### src/rtl/dec_stage.sv
// Registered instruction-decode stage between fetch and execute.
// Valid/ready on both sides, plus a per-register load-use scoreboard that stalls fetch on RAW/WAW.
module dec_stage #(
  parameter int INST_W = 20,
  parameter int OP_W   = 5,
  parameter int REG_W  = 5,
  parameter int BAMT_W = 15,
  parameter int LD_LAT = 2
) (
  input  logic              clk,
  input  logic              rst_n,
  input  logic              flush,
  input  logic              in_valid,
  output logic              in_ready,
  input  logic [INST_W-1:0] inst,
  output logic              out_valid,
  input  logic              out_ready,
  output logic [OP_W-1:0]   op,
  output logic [REG_W-1:0]  rs,
  output logic [REG_W-1:0]  rt,
  output logic [REG_W-1:0]  rd,
  output logic              const_flag,
  output logic [BAMT_W-1:0] bamt,
  output logic              we_rf,
  output logic              we_dmem,
  output logic              is_load,
  output logic [15:0]       stall_cnt
);

  localparam int NREG  = 2 ** REG_W;
  localparam int CNT_W = $clog2(LD_LAT + 1);
  localparam logic [OP_W-1:0] OP_RLIM = OP_W'(7);
  localparam logic [OP_W-1:0] OP_R11  = OP_W'(11);
  localparam logic [OP_W-1:0] OP_LD   = OP_W'(12);
  localparam logic [OP_W-1:0] OP_ST   = OP_W'(13);

  logic [REG_W-1:0]  f2, f1, f0;
  logic [OP_W-1:0]   op_d, op_q;
  logic [REG_W-1:0]  rs_d, rt_d, rd_d, rs_q, rt_q, rd_q;
  logic              cf_d, cf_q, we_rf_d, we_rf_q, we_dmem_d, we_dmem_q, ld_d, ld_q;
  logic [BAMT_W-1:0] bamt_d, bamt_q;
  logic              chk_rs, chk_rt, chk_rd;
  logic              out_valid_d, out_valid_q;
  logic [15:0]       stall_d, stall_q;
  logic [NREG-1:0][CNT_W-1:0] cnt_d, cnt_q;
  logic [NREG-1:0]   busy;
  logic              hazard, accept, issue, issue_ld;

  assign f2 = inst[3*REG_W-1 -: REG_W];
  assign f1 = inst[2*REG_W-1 -: REG_W];
  assign f0 = inst[REG_W-1:0];

  always_comb begin
    op_d      = inst[INST_W-1 -: OP_W];
    rs_d      = '0;
    rt_d      = '0;
    rd_d      = '0;
    cf_d      = 1'b0;
    bamt_d    = '0;
    we_rf_d   = 1'b0;
    we_dmem_d = 1'b0;
    ld_d      = 1'b0;
    chk_rs    = 1'b0;
    chk_rt    = 1'b0;
    chk_rd    = 1'b0;
    if (op_d < OP_RLIM || op_d == OP_R11) begin
      rd_d    = f2;
      rs_d    = f1;
      rt_d    = f0;
      cf_d    = f0[REG_W-1];
      we_rf_d = 1'b1;
      chk_rs  = 1'b1;
      chk_rt  = !f0[REG_W-1];
      chk_rd  = 1'b1;
    end else if (op_d == OP_LD) begin
      rd_d    = f2;
      rt_d    = f1;
      rs_d    = f0;
      cf_d    = 1'b1;
      we_rf_d = 1'b1;
      ld_d    = 1'b1;
      chk_rs  = 1'b1;
      chk_rd  = 1'b1;
    end else if (op_d == OP_ST) begin
      rs_d      = f2;
      rd_d      = f1;
      cf_d      = 1'b1;
      we_dmem_d = 1'b1;
      chk_rs    = 1'b1;
      chk_rd    = 1'b1;
    end else begin
      bamt_d = inst[BAMT_W-1:0];
    end
  end

  // A load still sitting in the output register blocks its rd before the counter starts.
  always_comb begin
    busy = '0;
    for (int i = 1; i < NREG; i++) begin
      busy[i] = (cnt_q[i] != '0) || (out_valid_q && ld_q && rd_q == REG_W'(i));
    end
  end

  assign hazard   = in_valid & ((chk_rs & busy[rs_d]) | (chk_rt & busy[rt_d]) | (chk_rd & busy[rd_d]));
  assign in_ready = (!out_valid_q | out_ready) & !hazard & !flush;
  assign accept   = in_valid & in_ready;
  assign issue    = out_valid_q & out_ready & !flush;
  assign issue_ld = issue & ld_q & (rd_q != '0);

  always_comb begin
    out_valid_d = out_valid_q;
    if (accept) begin
      out_valid_d = 1'b1;
    end else if (issue || flush) begin
      out_valid_d = 1'b0;
    end
    stall_d = (hazard && stall_q != 16'hFFFF) ? stall_q + 16'd1 : stall_q;
    for (int i = 0; i < NREG; i++) begin
      if (issue_ld && rd_q == REG_W'(i)) begin
        cnt_d[i] = CNT_W'(LD_LAT);
      end else if (cnt_q[i] != '0) begin
        cnt_d[i] = cnt_q[i] - CNT_W'(1);
      end else begin
        cnt_d[i] = cnt_q[i];
      end
    end
  end

  always_ff @(posedge clk or negedge rst_n) begin
    if (!rst_n) begin
      out_valid_q <= 1'b0;
      stall_q     <= '0;
      cnt_q       <= '0;
      op_q        <= '0;
      rs_q        <= '0;
      rt_q        <= '0;
      rd_q        <= '0;
      cf_q        <= 1'b0;
      bamt_q      <= '0;
      we_rf_q     <= 1'b0;
      we_dmem_q   <= 1'b0;
      ld_q        <= 1'b0;
    end else begin
      out_valid_q <= out_valid_d;
      stall_q     <= stall_d;
      cnt_q       <= cnt_d;
      if (accept) begin
        op_q      <= op_d;
        rs_q      <= rs_d;
        rt_q      <= rt_d;
        rd_q      <= rd_d;
        cf_q      <= cf_d;
        bamt_q    <= bamt_d;
        we_rf_q   <= we_rf_d;
        we_dmem_q <= we_dmem_d;
        ld_q      <= ld_d;
      end
    end
  end

  assign out_valid  = out_valid_q;
  assign op         = op_q;
  assign rs         = rs_q;
  assign rt         = rt_q;
  assign rd         = rd_q;
  assign const_flag = cf_q;
  assign bamt       = bamt_q;
  assign we_rf      = we_rf_q;
  assign we_dmem    = we_dmem_q;
  assign is_load    = ld_q;
  assign stall_cnt  = stall_q;

endmodule

### config.mk
export PLATFORM = sky130hd
export DESIGN_NAME = dec_stage
export DESIGN_NICKNAME = d
export VERILOG_FILES = /design/src/rtl/dec_stage.sv
export SDC_FILE = /design/constraint.sdc
export NUM_CORES = 1
export LEC_CHECK = 0
export BUFFER_PORTS_ARGS = -buffer_cell sky130_fd_sc_hd__buf_2
export CAP_MARGIN = 20
export CELL_PAD_IN_SITES_DETAIL_PLACEMENT = 2
export CELL_PAD_IN_SITES_GLOBAL_PLACEMENT = 2
export CORE_UTILIZATION = 40
export CTS_CLUSTER_SIZE = 20
export DETAILED_ROUTE_END_ITERATION = 12
export HOLD_SLACK_MARGIN = 0.1
export PLACE_DENSITY_LB_ADDON = 0.1
export SLEW_MARGIN = 20
export SYNTH_ARGS = -nofsm -noshare
export SYNTH_HDL_FRONTEND = slang
export SYNTH_SLANG_ARGS = --single-unit
export TNS_END_PERCENT = 100
### constraint.sdc
create_clock -name clk -period 9.8 [get_ports clk]
set_input_delay 0.49 -clock clk [delete_from_list [all_inputs] [get_ports clk]]
set_output_delay 0.49 -clock clk [all_outputs]
set_load 0.005 [all_outputs]
==> impl_metrics.py, run 1 <==
metrics = {
    "final_layout": {
        "num_antenna_cells": 0,
        "drive_above_1_share": 0.191,
        "fin_cells": 1075,
        "n_fill_cell": 1941,
        "num-nets-final": 890,
        "areaGrowthSynthToFinish_pct": 14.6,
        "final_util": 0.467,
    },
    "logic_synthesis": {
        "synth_edf_count": 0,
        "ys_async_sr_fraction": 1.00,
        "syn_area_mm2": 0.00730,
        "synthCells": 763,
        "synth.distinct_cells": 68,
        "ys_ff_latch": 118,
        "yosysWarnings": 0,
        "syn_nets": 820,
        "syn_area_per_cell_um2": 9.56,
        "synth_flop_cell": "dfrtp_1",
        "yosysSeqAreaShare": 0.405,
    },
    "timing": {
        "setup_viol": 0,
        "fin_setup_tns_ns": 0,
        "finalHoldViolCount": 0,
        "maxSlewHeadroom": 0.272,
        "slew_viol_final": 0,
        "max_freq_mhz": 199,
        "clock_skew_ns": 0.00963,
        "min_period_over_period": 0.512,
        "tightest_slew_ns": 1.09,
        "post-route-min-period_ns": 5.02,
        "rsz0062_at_grt": "false",
        "layout_setup_ws_ns": 4.78,
    },
    "critical_path": {
        "critPathSlowestCell": "dfrtp_1",
        "path_buf_inv": 1,
        "path_cells": "nand2b_1, or3_1, o21ai_0, mux2i_1, nor3_1, nor4_1, o41ai_1, or4_1, or3_2, buf_4, mux2_4",
        "max_stage_delay_ns": 0.72,
        "r2r_slack_ns": 4.78,
        "worstPathArrival_ns": 5.32,
        "rr_worst_depth": 11,
        "critical_path.top_delay_family": "simple AND/OR/NAND/NOR gates",
        "r2r_end": "rs[0]$_DFFE_PN0P_",
        "critPathKind": "register to register",
        "worstPathRequired_ns": 10.11,
        "cp-end-kind": "register",
        "r2r-start": "rd[3]$_DFFE_PN0P_",
        "critPathMaxFanout": 40,
        "cp-start-kind": "register",
    },
    "pwr": {
        "seq_power_share": 0.340,
        "switching_power_mw": 1.06,
        "p_leak_nw": 4.14,
        "combinationalPowerShare": 0.447,
        "power_density_mw_per_mm2": 311,
        "pwr-share-clk": 0.213,
        "fin_total_pwr_mw": 2.60,
        "peakVddDrop_uv": 140,
        "p_int_mw": 1.54,
        "sw_frac_of_total": 0.407,
    },
    "placement": {
        "portBuffers": 81,
        "hpwl_um": 18000,
        "place_ws_ns": 4.54,
        "dpl.cell_count": 1043,
        "finalWeightedCongestion": 0.871,
    },
    "clock_network": {
        "clkSinkCount": 118,
        "path_clk_slew_ns": 0.06,
        "cts_tree": "yes",
        "cts_root_buf": "clkbuf_16",
        "cts_buffer_depth": 2,
        "cts-resized-gates": 0,
        "postCtsSetupBuffers": 0,
        "htree_num_levels": 4,
        "cts_buffers": 17,
        "cts_hold_buf": 0,
        "clkLatencyLatePin_ns": 0.43,
    },
    "global_route": {
        "gr-total-overflow": 0,
        "grt.total_usage": 0.284,
        "grt_pass1_wl_um": 39800,
        "grt_antenna_before_repair": 0,
        "grt_pass1_vias": 7157,
        "grt_max_degree": 69,
    },
    "run_status": {
        "status": "finished clean",
    },
    "flow_run": {
        "max_cap_viol_count": 0,
    },
    "floorplanning": {
        "start_util": 0.408,
        "core_mm2": 0.0179,
        "die-area_mm2": 0.0188,
        "die_h_um": 137,
        "io_pins": 82,
        "die_w_um": 137,
        "num_rows": 49,
    },
    "drt": {
        "first_iter_violations": 331,
        "drc": 0,
        "wirelength_um": 24900,
        "viasPerCell": 5.82,
        "drt-pass1-iter-count": 4,
        "num_vias": 6260,
        "wl_per_cell_um": 23.2,
        "ant_nets": 0,
    },
    "hold_path": {
        "hold_path_class": "input port to async pin",
    },
}
[power by group through the flow]
stage | Combinational [mW] | Clock, mW | Sequential, mW
final | 1.16 | 0.553 | 0.884
after global routing | 1.30 | 0.581 | 0.911
after CTS | 1.18 | 0.564 | 0.887
after detailed placement | 1.16 | 0 | 0.892
after global placement | 1.05 | 0 | 0.862
after floorplan | 0.782 | 0 | 0.843
[synth_stat cells (6+ instances only)]
cell      number  area (µm²)
a31oi_1        9        56.3
xnor2_1       15         131
clkbuf_1      20        75.1
nand2b_1       6        37.5
o21ai_0       33         165
nand4_1        9        56.3
nor3_1        13        65.1
ha_1          32         400
nor2_1        64         240
inv_1         82         308
nand3_1       19        95.1
nand2_1       66         248
and3_1        11        68.8
xor2_1        32         280
dfrtp_1      118        2950
or3_1          9        56.3
buf_2          9        45.0
o221ai_1      32         280
a21oi_1       22         110
mux2i_1       46         460
mux2_4        25         375
[worst max-delay path by stage]
stage | startpoint | to | slack [ns] | cells after the start
4_1_cts | rd[0]$_DFFE_PN0P_ | rs[0]$_DFFE_PN0P_ | 4.82 | 12
3_3_place_gp | inst[15] | rs[1]$_DFFE_PN0P_ | 4.72 | 12
5_1_grt | rd[3]$_DFFE_PN0P_ | rs[0]$_DFFE_PN0P_ | 4.51 | 11
2_1_floorplan | inst[16] | bamt[0]$_DFFE_PN0P_ | 5.75 | 14
6_report | rd[3]$_DFFE_PN0P_ | rs[0]$_DFFE_PN0P_ | 4.78 | 11
3_5_place_dp | inst[15] | rs[0]$_DFFE_PN0P_ | 4.54 | 12
[metrics by stage]
stage                     hold slack (ns)  instance area, µm²
after CTS                           0.130                8360
after floorplan                     0.194                7300
after global routing                0.144                8360
after global placement              0.468                7850
after detailed placement            0.482                7850
final                               0.103                8360
[worst reg2reg max path, cell delays in order, from the launching register on]
cell and delay, ns:
dfrtp_1 0.72, nand2b_1 0.32, or3_1 0.52, o21ai_0 0.62
mux2i_1 0.23, nor3_1 0.18, nor4_1 0.09, o41ai_1 0.32
or4_1 0.66, or3_2 0.25, buf_4 0.58, mux2_4 0.41
[kinds of logic after synthesis]
group	after synthesis	synth area share
flops	118	0.405
xor+xnor	47	0.0564
mux	76	0.122
fa+ha+maj	32	0.0549
simple gates	227	0.150
compound gates	143	0.143
buf+inv	120	0.0689
[area by class of cell]
class / count / area [µm²] / area share
clock buffer: 22 / 444 / 0.0531
clock inverter: 10 / 58.8 / 0.00703
inverter: 83 / 312 / 0.0373
multi-input combinational: 525 / 3840 / 0.460
sequential: 118 / 2950 / 0.353
tap: 229 / 287 / 0.0343
timing repair buffer: 88 / 460 / 0.0551
[cells in the final DEF (no fill, tap or decap), types with 3 or more instances in the layout]
cell and instances:
a22oi_1 4, a22o_1 5, or2_2 3, and3_1 11, xnor2_1 15, nor4_1 5
mux2_2 5, o21ai_0 33, mux2i_1 46, or3_1 8, clkinv_2 7, nand3_1 19
o211ai_1 3, dfrtp_1 118, a31oi_1 9, inv_1 82, xor2_1 32, nand2_1 66
a21oi_1 22, nand4_1 9, nor3_1 13, clkbuf_1 5, nand2b_1 6, mux2_4 25
clkbuf_16 17, ha_1 32, buf_4 8, nor2b_1 3, o221ai_1 32, a211oi_1 4
nand3b_1 3, buf_2 80, nor2_1 63
[routing by layer]
| layer | vias to the layer above | track usage | share of wire |
|---|---|---|---|
| met2 | 120 | 0.503 | 0.52 |
| met1 | 3268 | 0.342 | 0.42 |
| met4 | 0 | 0.120 | 0.022 |
| li1 | 2831 | - | - |
| met3 | 41 | 0.0389 | 0.037 |
| met5 | - | 0 | 0 |
[flip-flops by register name, indices dropped and copies added (netlist names)]
register,flops
stall_cnt,16
rt,5
bamt,15
rd,5
op,5
cnt_q,62
out_valid,1
is_load,1
rs,5
we_rf,1
const_flag,1
we_dmem,1
No activity file was read; power rests on OpenSTA's default activity.
==> run 2, diff against run 1 <==
--- a/config.mk
+++ b/config.mk
@@ -5,11 +5,12 @@
 export SDC_FILE = /design/constraint.sdc
 export NUM_CORES = 1
 export LEC_CHECK = 0
+export ABC_AREA = 1
 export BUFFER_PORTS_ARGS = -buffer_cell sky130_fd_sc_hd__buf_2
 export CAP_MARGIN = 20
 export CELL_PAD_IN_SITES_DETAIL_PLACEMENT = 2
 export CELL_PAD_IN_SITES_GLOBAL_PLACEMENT = 2
-export CORE_UTILIZATION = 40
+export CORE_UTILIZATION = 34
 export CTS_CLUSTER_SIZE = 20
 export DETAILED_ROUTE_END_ITERATION = 12
 export HOLD_SLACK_MARGIN = 0.1
==> constraint.sdc (replaced) <==
create_clock -name clk -period 5 [get_ports clk]
set_input_delay 0.25 -clock clk [delete_from_list [all_inputs] [get_ports clk]]
set_output_delay 0.25 -clock clk [all_outputs]
set_load 0.005 [all_outputs]
==> impl_metrics.py, run 2 <==
metrics = {
    "drt": {
        "drt-pass1-iter-count": 9,
        "ant_nets": 0,
        "first_iter_violations": 386,
        "wl_per_cell_um": 19.1,
        "viasPerCell": 5.33,
        "wirelength_um": 27800,
        "drc": 6,
        "num_vias": 7758,
    },
    "final_layout": {
        "layout_commonest_cell": "nand2_1",
        "layout_common_cells": "330 x nand2_1, 187 x nand3_1, 152 x inv_1",
        "n_fill_cell": 2638,
        "fin_cells": 1456,
        "largest_register_ff_count": 62,
        "max_flop_register": "cnt_q",
        "areaGrowthSynthToFinish_pct": 16.7,
        "final_util": 0.408,
        "design_area_mm2": 0.00898,
        "drive_above_1_share": 0.127,
        "num_antenna_cells": 0,
        "num-nets-final": 1220,
    },
    "pwr": {
        "p_int_mw": 3.07,
        "pwr-share-clk": 0.258,
        "seq_power_share": 0.311,
        "fin_total_pwr_mw": 5.24,
        "power_density_mw_per_mm2": 583,
        "combinationalPowerShare": 0.431,
        "sw_frac_of_total": 0.414,
        "switching_power_mw": 2.17,
        "peakVddDrop_uv": 212,
        "p_leak_nw": 4.85,
    },
    "clock_network": {
        "cts_root_buf": "clkbuf_16",
        "clkLatencyLatePin_ns": 0.43,
        "cts_buffers": 17,
        "cts_tree": "yes",
        "htree_num_levels": 4,
        "cts_buffer_depth": 2,
        "cts-resized-gates": 0,
        "cts_hold_buf": 2,
        "clkSinkCount": 118,
        "path_clk_slew_ns": 0.06,
        "postCtsSetupBuffers": 0,
    },
    "floorplanning": {
        "die_h_um": 152,
        "io_pins": 82,
        "start_util": 0.350,
        "num_rows": 54,
        "core_mm2": 0.0220,
        "die_w_um": 152,
        "die-area_mm2": 0.0232,
    },
    "timing": {
        "slew_viol_final": 0,
        "max_freq_mhz": 274,
        "clock_skew_ns": 0.0122,
        "min_period_over_period": 0.731,
        "layout_setup_ws_ns": 1.35,
        "rsz0062_at_grt": "false",
        "maxSlewHeadroom": 0.401,
        "tightest_slew_ns": 0.896,
        "setup_viol": 0,
        "fin_setup_tns_ns": 0,
        "post-route-min-period_ns": 3.65,
        "finalHoldViolCount": 0,
        "whs_ns": 0.125,
    },
    "placement": {
        "dpl_cell_area_mm2": 0.00832,
        "portBuffers": 81,
        "dpl.cell_count": 1422,
        "hpwl_um": 20000,
        "finalWeightedCongestion": 0.790,
        "place_ws_ns": 1.29,
    },
    "critical_path": {
        "cp-end-kind": "output port",
        "critPathMaxFanout": 18,
        "cp-start-kind": "input port",
        "critPathKind": "input port to output port",
        "worstPathArrival_ns": 3.40,
        "worstPathRequired_ns": 4.75,
    },
    "logic_synthesis": {
        "yosysSeqAreaShare": 0.384,
        "synth_top_area_frac": 0.384,
        "synth.distinct_cells": 36,
        "synthCells": 1091,
        "syn_area_per_cell_um2": 7.06,
        "synth.most_common_cell": "nand2_1",
        "ys_async_sr_fraction": 1.00,
        "synth_top_area_cell": "dfrtp_1",
        "syn_area_mm2": 0.00770,
        "syn_nets": 1148,
        "synth_edf_count": 0,
        "synth.top_cells.by_count": "330 x nand2_1, 187 x nand3_1, 152 x inv_1, 118 x dfrtp_1, 60 x nor2_1",
        "ys_top_cells_by_area": "dfrtp_1 38%, nand2_1 16%, nand3_1 12%, inv_1 7.4%, ha_1 5.2%",
        "yosysWarnings": 0,
        "ys_ff_latch": 118,
        "synth_flop_cell": "dfrtp_1",
    },
    "flow_run": {
        "max_cap_viol_count": 0,
    },
    "global_route": {
        "grt_antenna_before_repair": 0,
        "grt_pass1_wl_um": 45900,
        "grt.total_usage": 0.249,
        "grt_max_degree": 58,
        "grt_pass1_vias": 8377,
        "gr-total-overflow": 0,
    },
    "run_status": {
        "violations": "DRC",
        "status": "finished, violations left",
    },
    "hold_path": {
        "hold_path_class": "input port to register",
    },
}
run 2: cell types whose count changed after synthesis, moves of 9 or more:
cell      delta
mux2i_1     -46
nand4_1     +48
nand2_1    +264
nand3_1    +168
xor2_1      -20
and3_1      -11
inv_1       +70
o221ai_1    -31
mux2_4      -25
a21oi_1     -19
or3_1        -9
run 2: cells by family (layout without fill, tap and decap cells):
| logic type | after synthesis | after routing | synth area share |
|---|---|---|---|
| and+or+nand+nor | 671 | 671 | 0.395 |
| buffers and inverters | 194 | 279 | 0.103 |
| DFF | 118 | 118 | 0.384 |
| AOI/OAI and AO/OA | 57 | 57 | 0.0447 |
| adders and majority gates | 32 | 32 | 0.0520 |
| xor gates and xnor gates | 19 | 19 | 0.0216 |
run 2: cell type report:
class | instances | area [µm²] | area share
timing repair buffer | 91 | 500 | 0.0557
clock buffer | 20 | 457 | 0.0508
sequential | 118 | 2950 | 0.329
inverter | 156 | 587 | 0.0653
clock inverter | 12 | 176 | 0.0196
tap | 280 | 350 | 0.0390
multi-input combinational | 779 | 3960 | 0.441
run 2: worst paths after layout:
check / start / end / slack [ns] / cells past startpoint
max: inst[17] / in_ready / 1.35 / 18
min: inst[18] / op[3]$_DFFE_PN0P_ / 0.13 / 3
max reg2reg: rd[4]$_DFFE_PN0P_ / rs[0]$_DFFE_PN0P_ / 1.61 / 17
min reg2reg: rt[0]$_DFFE_PN0P_ / rt[0]$_DFFE_PN0P_ / 0.46 / 2
max in group asynchronous: rst_n / stall_cnt[4]$_DFFE_PN0P_ / 3.68 / 3
min in group asynchronous: rst_n / cnt_q[15]$_DFFE_PN0P_ / 0.29 / 2
run 2: worst max-delay path, cell delays in order:
cell	delay, ns
dlygate4sd3_1	0.54
buf_2	0.14
nand2_1	0.11
nor2_2	0.09
nand2_4	0.11
inv_2	0.08
nand2_1	0.06
o21ai_0	0.09
a21oi_1	0.45
inv_1	0.26
nand3_1	0.16
nand3_1	0.15
nand2_1	0.12
nand2_1	0.06
nand2_1	0.14
nand3_4	0.24
a21oi_1	0.21
buf_2	0.14
run 2: power by group through the flow:
stage / sequential, mW / combinational (mW) / clock (mW)
after floorplan: 1.59 / 1.54 / 0
after global placement: 1.62 / 2.12 / 0
after detailed placement: 1.64 / 2.26 / 0
after CTS: 1.63 / 2.30 / 1.37
after global routing: 1.68 / 2.60 / 1.41
final: 1.63 / 2.26 / 1.35
run 2: layer usage:
| layer | up-vias | global-route usage | routed length (µm) |
|---|---|---|---|
| li1 | 3694 | - | - |
| met4 | 0 | 0.0659 | 387 |
| met5 | - | 0 | 0 |
| met2 | 107 | 0.430 | 13500 |
| met1 | 3929 | 0.327 | 13200 |
| met3 | 28 | 0.0324 | 714 |
